`src/rtl/coin_pkg.sv`:
```
// Shared definitions for the nickel/dime payout dispenser: FSM encodings,
// coin unit and default widths.
package coin_pkg;

  typedef enum logic [1:0] {
    S_IDLE = 2'b00,
    S_PAY  = 2'b01,
    S_WAIT = 2'b10,
    S_FIN  = 2'b11
  } state_t;

  localparam int COIN_UNIT_CENTS = 5;
  localparam int DEF_AMT_W       = 4;
  localparam int DEF_CNT_W       = 8;

endpackage

```
`src/rtl/coin_inv_counter.sv`:
```
// Saturating coin inventory counter. A simultaneous inc and dec cancel out,
// so a refill during an eject of the same coin leaves the count unchanged.
module coin_inv_counter #(
  parameter int W    = 8,
  parameter int INIT = 0
) (
  input  logic         clk,
  input  logic         rst,
  input  logic         i_inc,
  input  logic         i_dec,
  output logic [W-1:0] o_count
);

  localparam logic [W-1:0] MAX_COUNT = '1;

  logic [W-1:0] r_count;

  always_ff @(posedge clk or posedge rst) begin
    if (rst) begin
      r_count <= W'(INIT);
    end else if (i_inc && !i_dec && (r_count != MAX_COUNT)) begin
      r_count <= r_count + W'(1);
    end else if (i_dec && !i_inc && (r_count != '0)) begin
      r_count <= r_count - W'(1);
    end
  end

  assign o_count = r_count;

endmodule

```
`src/rtl/coin_dispenser.sv`:
```
// Dime-first greedy payout engine: checks a request against the registered
// inventory, then ejects one coin per PAY cycle with GAP idle cycles between.
module coin_dispenser
  import coin_pkg::*;
#(
  parameter int AMT_W        = DEF_AMT_W,
  parameter int CNT_W        = DEF_CNT_W,
  parameter int INIT_NICKELS = 16,
  parameter int INIT_DIMES   = 16,
  parameter int GAP          = 1
) (
  input  logic             clk,
  input  logic             rst,
  input  logic             req,
  input  logic [AMT_W-1:0] amount,
  input  logic             refill_n,
  input  logic             refill_d,
  output logic             ready,
  output logic             n_out,
  output logic             d_out,
  output logic             done,
  output logic             err,
  output logic [CNT_W-1:0] nickels,
  output logic [CNT_W-1:0] dimes,
  output logic [1:0]       state
);

  // Feasibility arithmetic runs one bit wider than the larger operand.
  localparam int SW = ((AMT_W > CNT_W) ? AMT_W : CNT_W) + 1;
  localparam logic [3:0] GAP_M1 = (GAP > 0) ? 4'(GAP - 1) : 4'd0;

  state_t           r_state;
  logic [AMT_W-1:0] r_remaining;
  logic             r_rej;
  logic [3:0]       r_gap;

  logic [SW-1:0]    w_half;
  logic [SW-1:0]    w_dimes_x;
  logic [SW-1:0]    w_d_use;
  logic [SW-1:0]    w_need_n;
  logic             w_feasible;
  logic             w_d_eject;
  logic             w_n_eject;
  logic [AMT_W-1:0] w_rem_next;

  assign w_half     = SW'(amount >> 1);
  assign w_dimes_x  = SW'(dimes);
  assign w_d_use    = (w_half < w_dimes_x) ? w_half : w_dimes_x;
  assign w_need_n   = SW'(amount) - (w_d_use << 1);
  assign w_feasible = (w_need_n <= SW'(nickels));

  assign w_d_eject  = (r_state == S_PAY) && (r_remaining >= AMT_W'(2)) && (dimes != '0);
  assign w_n_eject  = (r_state == S_PAY) && !w_d_eject;
  assign w_rem_next = w_d_eject ? (r_remaining - AMT_W'(2)) : (r_remaining - AMT_W'(1));

  always_ff @(posedge clk or posedge rst) begin
    if (rst) begin
      r_state     <= S_IDLE;
      r_remaining <= '0;
      r_rej       <= 1'b0;
      r_gap       <= '0;
    end else begin
      case (r_state)
        S_IDLE: begin
          if (req) begin
            r_remaining <= amount;
            if (amount == '0) begin
              r_rej   <= 1'b0;
              r_state <= S_FIN;
            end else if (w_feasible) begin
              r_rej   <= 1'b0;
              r_state <= S_PAY;
            end else begin
              r_rej   <= 1'b1;
              r_state <= S_FIN;
            end
          end
        end
        S_PAY: begin
          r_remaining <= w_rem_next;
          if (w_rem_next == '0) begin
            r_state <= S_FIN;
          end else if (GAP > 0) begin
            r_gap   <= GAP_M1;
            r_state <= S_WAIT;
          end else begin
            r_state <= S_PAY;
          end
        end
        S_WAIT: begin
          if (r_gap == '0) begin
            r_state <= S_PAY;
          end else begin
            r_gap <= r_gap - 4'd1;
          end
        end
        S_FIN: begin
          r_remaining <= '0;
          r_rej       <= 1'b0;
          r_state     <= S_IDLE;
        end
        default: r_state <= S_IDLE;
      endcase
    end
  end

  coin_inv_counter #(
    .W    (CNT_W),
    .INIT (INIT_NICKELS)
  ) u_nickels (
    .clk     (clk),
    .rst     (rst),
    .i_inc   (refill_n),
    .i_dec   (w_n_eject),
    .o_count (nickels)
  );

  coin_inv_counter #(
    .W    (CNT_W),
    .INIT (INIT_DIMES)
  ) u_dimes (
    .clk     (clk),
    .rst     (rst),
    .i_inc   (refill_d),
    .i_dec   (w_d_eject),
    .o_count (dimes)
  );

  assign ready = (r_state == S_IDLE);
  assign n_out = w_n_eject;
  assign d_out = w_d_eject;
  assign done  = (r_state == S_FIN) && !r_rej;
  assign err   = (r_state == S_FIN) && r_rej;
  assign state = r_state;

endmodule

```
`config.mk`:
```
export PLATFORM = sky130hd
export DESIGN_NAME = coin_dispenser
export DESIGN_NICKNAME = d
export VERILOG_FILES = /design/src/rtl/coin_pkg.sv /design/src/rtl/coin_inv_counter.sv /design/src/rtl/coin_dispenser.sv
export SDC_FILE = /design/constraint.sdc
export NUM_CORES = 1
export LEC_CHECK = 0
export ABC_AREA = 0
export CAP_MARGIN = 20
export CORE_MARGIN = 2
export CORE_UTILIZATION = 35
export DETAILED_ROUTE_END_ITERATION = 7
export GPL_ROUTABILITY_DRIVEN = 0
export PLACE_DENSITY = 0.5
export REMOVE_ABC_BUFFERS = 1
export SETUP_SLACK_MARGIN = 0.02
export SYNTH_ARGS = -nofsm -noshare
export SYNTH_HDL_FRONTEND = slang
export SYNTH_HIERARCHICAL = 1
export SYNTH_SLANG_ARGS = --single-unit
```
`constraint.sdc`:
```
create_clock -name clk -period 7.5 [get_ports clk]
set_input_delay 1.5 -clock clk [delete_from_list [all_inputs] [get_ports clk]]
set_output_delay 1.5 -clock clk [all_outputs]
set_load 0.01 [all_outputs]
```
; ---- Word-level counts from Yosys, hierarchy flattened
; Index checks and enable logic that the tools add are counted.
[totals]
ff_bits = 27
in_bits = 9
output_inout_bits = 23
word_cells = 80
[classes]
n_addsub = 8
magnitude_cmp = 3
eq_ne = 9
n_mux = 21
n_reduce_logical = 33
[op_table]
columns = cell, count
row1 = $mux 8, 5
row2 = $add 8x1->8 const B, 2
row3 = $mux 4, 4
row4 = $ne 8x8->1 const B, 2
row5 = $reduce_bool 8->1, 2
row6 = $sub 8x1->8 const B, 2
row7 = $logic_and 1x1->1, 13
row8 = $logic_not 4->1, 3
row9 = $pmux 4 s3, 1
row10 = $le 9x8->1, 1
row11 = $sub 4x9->9, 1
row12 = $lt 3x8->1, 1
row13 = $mux 2, 4
row14 = $ne 2x2->1 const B, 4
row15 = $pmux 2 s4, 1
row16 = $pmux 4 s2, 1
row17 = $reduce_bool 2->1, 4
row18 = $sub 4x1->4 const B, 2
row19 = $reduce_and 2->1, 3
row20 = $logic_not 1->1, 5
row21 = $eq 2x2->1 const B, 2
row22 = $ge 4x2->1 const B, 1
row23 = $mux 1, 4
row24 = $sub 4x2->4 const B, 1
row25 = 5 further kinds, 5

; ---- Logic depth before layout (Yosys ltp)
[depth]
word_depth = 9
mapped_depth = 17
ltp_nobuf = 17

; ---- Cells and area by module
; Netlist, hierarchy kept.
[modules_own_cells]
columns = module, n_inst, cells_per_inst, area_each_um2, seq_area_each_um2
row1 = coin_inv_counter, 2, 74, 703.2, 201.4
row2 = coin_dispenser, 1, 162, 1338.8, 275.3

; ---- Worst setup path after synthesis
; Ideal clock, no wire load.
[synth_timing]
path_kind = input to register
startpoint = in amount[2]
endpoint = reg r_state[1] (netlist: state[1])
setup_ps = 130
t_arrival_ps = 4345
required_ps = 7370
path_slack_ps = 3025
cell_stages = 15
path_buffers = 0
path_cell_list = ha_1 -> a21o_1 -> a21oi_1 -> or3_1 -> mux2_2 -> ha_1 -> inv_1 -> fa_1 -> xor2_1 -> ha_1 -> a2111oi_0 -> a211oi_1 -> o22a_1 -> nor3_1 -> o22ai_1
[synth_via]
elab_chain_cells = 8
word_cells_on_any_way = 9
classes_between = add/sub (1) / order compare (2) / mux (5) / reduce/logical (1)
[synth_rtl]
columns = element, line_no
row1 = from (decl), coin_dispenser.sv:15  ; input logic [AMT_W-1:0] amount,
row2 = $lt 3x8->1, coin_dispenser.sv:48  ; assign w_d_use = (w_half < w_dimes_x) ? w_half : w_dimes_x;
row3 = $mux 8, coin_dispenser.sv:48
row4 = $sub 4x9->9, coin_dispenser.sv:49  ; assign w_need_n = SW'(amount) - (w_d_use << 1);
row5 = $le 9x8->1, coin_dispenser.sv:50  ; assign w_feasible = (w_need_n <= SW'(nickels));
row6 = $mux 2, coin_dispenser.sv:70  ; end else if (w_feasible) begin
row7 = $mux 2 (*), coin_dispenser.sv:67  ; if (amount == '0) begin
row8 = $mux 2 (*), coin_dispenser.sv:65  ; if (req) begin
row9 = $pmux 2 s4 (*), coin_dispenser.sv:63  ; case (r_state)
row10 = to (signal assigned), coin_dispenser.sv:69  ; r_state <= S_FIN;
row11 = to (signal assigned), coin_dispenser.sv:72  ; r_state <= S_PAY;
row12 = to (signal assigned), coin_dispenser.sv:75  ; r_state <= S_FIN;
row13 = to (decl), coin_dispenser.sv:32  ; state_t r_state;
; Every way passes the cells marked *; elsewhere a longest branch is shown, timed or not. The select of a mux whose other input is x is not followed.
; A chain may end at the register's enable or synchronous reset.

; ---- Worst setup path in the final report
; Same ends and word-level chain as after synthesis.

==> results.cfg <==
[logic_synthesis]
yosysUniqueCellTypes = 57
yosys.area.top_type = dfrtp_1
syn_inst = 310
synth_flop_cell = dfrtp_1
synth_most_common_cell = ha_1
syn-cell-area_mm2 = 0.00275
yosys.area.top_type_share_pct = 22.8
synth_enable_flop_cells = 0
ys_warn_count = 6
yosys_register_bits = 27
synth_common_cells = 35 x ha_1, 34 x inv_1, 25 x dfrtp_1, 18 x o21ai_0, 17 x a21oi_1
synth-seq-area-share_pct = 24.7
async_reset_ff_share_pct = 100
synth_area_leaders = dfrtp_1 23%, ha_1 16%, inv_1 4.6%, o21ai_0 3.3%, a21oi_1 3.1%
avgSynthCellArea_um2 = 8.86

[global_routing]
grt_max_degree = 15
grt_pass1_vias = 2303
antenna_found_initial = 0
grt_use_total_pct = 16.3
grt_pass1_wl_um = 11300
globalRoute.totalOverflow = 0

[sta]
worst_slack_ns = 2.46
rsz0062_at_grt = no
slew_headroom_pct = 66.2
setup_tns_ns = 0
min_period_ns = 5.04
holdWs_ns = 0.531
finalHoldViolCount = 0
fmax_mhz = 198
finalCritPeriodShare_pct = 67.2
setup_viol_count_final = 0
clock_skew_ns = 0.00407
worst_slew_pin_slew_ns = 0.505
maxSlewViolCount = 0

[setup_path]
critPathSlowestCell = clkdlybuf4s50_1
crit_fanout = 6
crit_path_frequent_cell = ha_1
path_class = in2reg
startpoint_type = input pin
critical-path-top-delay-family = adder cells
cp_data_required_time_ns = 7.66
crit_chain = clkdlybuf4s50_1, ha_1, a21o_1, a21oi_1, or3_1, mux2_2, ha_1, inv_1, fa_1, xor2_1, ha_1, a2111oi_0, a211oi_1, o22a_1, nor3_1, o22ai_1
cp.arrival_ns = 5.20
critPathMaxStageDelay_ns = 0.55
endpoint_kind = register
path_buf_inv = 2

[route]
ant_nets = 0
dr.pass1.iters = 4
drc_errors = 0
wirelength_um = 6560
wl_per_cell_um = 14.8
vias = 2391
drt_iter0_markers = 44
via_per_inst = 5.39

[hold_path]
hp-class = reg2reg

[pwr]
pwr-share-clk_pct = 5.6
pwr-share-seq_pct = 22.1
leakage_uw = 0.00136
power.density_mw_per_mm2 = 486
total_power_uw = 1550
p_comb_share_pct = 72.3
sw_frac_of_total_pct = 49.3
p_int_uw = 787
peakVddDrop_mv = 0.170
p_switching_uw = 766

[floorplanning]
die_h_um = 92.6
die_x_um = 92.6
std_cell_rows = 32
initial_core_util_pct = 35.9
die_area_mm2 = 0.00857
pin_count = 32
fp.coreArea_mm2 = 0.00765

[clock_tree]
clockRootBuffer = clkbuf_8
clkSinkCount = 27
clk_path_buf_depth = 2
cts_resized = 0
htree_levels = 1
worstSkewPairLatency_ns = 0.28
cts_tree = done
clkTransAtPathRegs_ns = 0.10
cts_buffers = 3
postCtsSetupRepairBufs = 0
cts_hold_buf = 0

[cells_and_area]
regArea_um2 = 678
diodes = 0
multi_input_comb_area_mm2 = 0.00191
final_cells = 444
nFillCells = 772
post_route_cells_drive_above_1_share_pct = 11.1
syn2layout_area_growth_pct = 16.5
final_nets = 390

[status]
status = completed

[flow_run]
max_cap_viol_count = 0

[place]
dpl.cell_count = 440
pre_cts_slack_ns = 2.17
port_buffers = 31
hpwl_um = 5210
-- worst register-to-register path, stage by stage, from the launching register on --
cell	delay [ns]
dfrtp_1	0.48
or4_1	0.54
or3_1	0.43
mux2_2	0.25
ha_1	0.13
inv_1	0.05
fa_1	0.41
xor2_1	0.18
ha_1	0.18
a2111oi_0	0.38
a211oi_1	0.14
o22a_1	0.23
nor3_1	0.20
o22ai_1	0.11
-- cells in the final DEF, fill, tap and decap left out, drive strengths merged, types with 2 or more instances in the layout --
cell type and instances:
o21a 3, a2111oi 2, o21ai 22, and2 3, nand2b 5, nor2 13
dfstp 2, and4 2, o2bb2ai 3, a31oi 5, a32oi 2, nor3 4
nor3b 6, a21o 8, nor2b 5, fa 3, or3 4, nor4 4
mux2 5, nand3 14, nand4 10, a21oi 23, dfrtp 25, clkdlybuf4s50 31
nand2 14, o2111ai 4, or4 8, o211ai 2, inv 34, o22ai 4
xor2 5, ha 35, and3 3, clkbuf 4, a211oi 3, xnor2 5
o31ai 7, mux2i 2
-- path summary, 6_finish.rpt --
path,start,endpoint,slack [ns],cells past startpoint
max,amount[2],state[1],2.46,16
min,r_gap[3],r_gap[3],0.53,1
max reg2reg,u_dimes/o_count[5],state[1],3.66,13
min reg2reg,r_gap[3],r_gap[3],0.53,1
max in group asynchronous,rst,r_remaining[0],5.53,2
min in group asynchronous,rst,u_nickels/o_count[0],1.56,2
-- through the flow --
step | utilization (%) | instance area, um^2
after floorplan | - | 2720
after global placement | 41.2 | 3150
after detailed placement | 41.2 | 3150
after CTS | 41.8 | 3200
after global routing | 41.8 | 3200
final | 41.8 | 3200
-- metal layers --
| metal | vias up | track usage (%) | routed length (um) |
|---|---|---|---|
| met1 | 1115 | 23.0 | 3340 |
| met2 | 32 | 26.7 | 2980 |
| met5 | - | 0 | 0 |
| met4 | 0 | 4.23 | 81 |
| li1 | 1238 | - | - |
| met3 | 6 | 1.46 | 159 |
-- power groups by stage --
stage	registers, uW	logic (uW)	clock network [uW]
finish	343	1120	86.2
CTS	345	1130	91.1
global route	361	1270	97.7
global placement	350	1130	0
floorplan	333	800	0
detailed placement	348	1120	0
-- state kept, by name, indices dropped and copies added (netlist names) --
register           flops
u_dimes/o_count        8
state                  2
r_gap                  4
r_remaining            4
u_nickels/o_count      8
r_rej                  1
-- layout make-up --
type,count,share of cell area (%)
clock buffers,4,1.41
inverters,34,3.99
multi-input cells,246,59.7
flip-flops and latches,27,21.2
well taps,102,3.99
repair buffers,31,9.70
-- cells by family (layout without fill, tap and decap cells) --
family / after synthesis / after routing / synth area share [%]
XOR/XNOR: 10 / 10 / 3.19
AND/OR/NAND/NOR: 97 / 97 / 21.0
multiplexers: 7 / 7 / 2.78
flip-flops: 27 / 27 / 24.7
buffers and inverters: 37 / 69 / 5.74
adder cells (fa/ha/maj): 38 / 38 / 18.1
AO/OA/AOI/OAI: 94 / 94 / 24.4
Power figures use the tool's default switching activity.
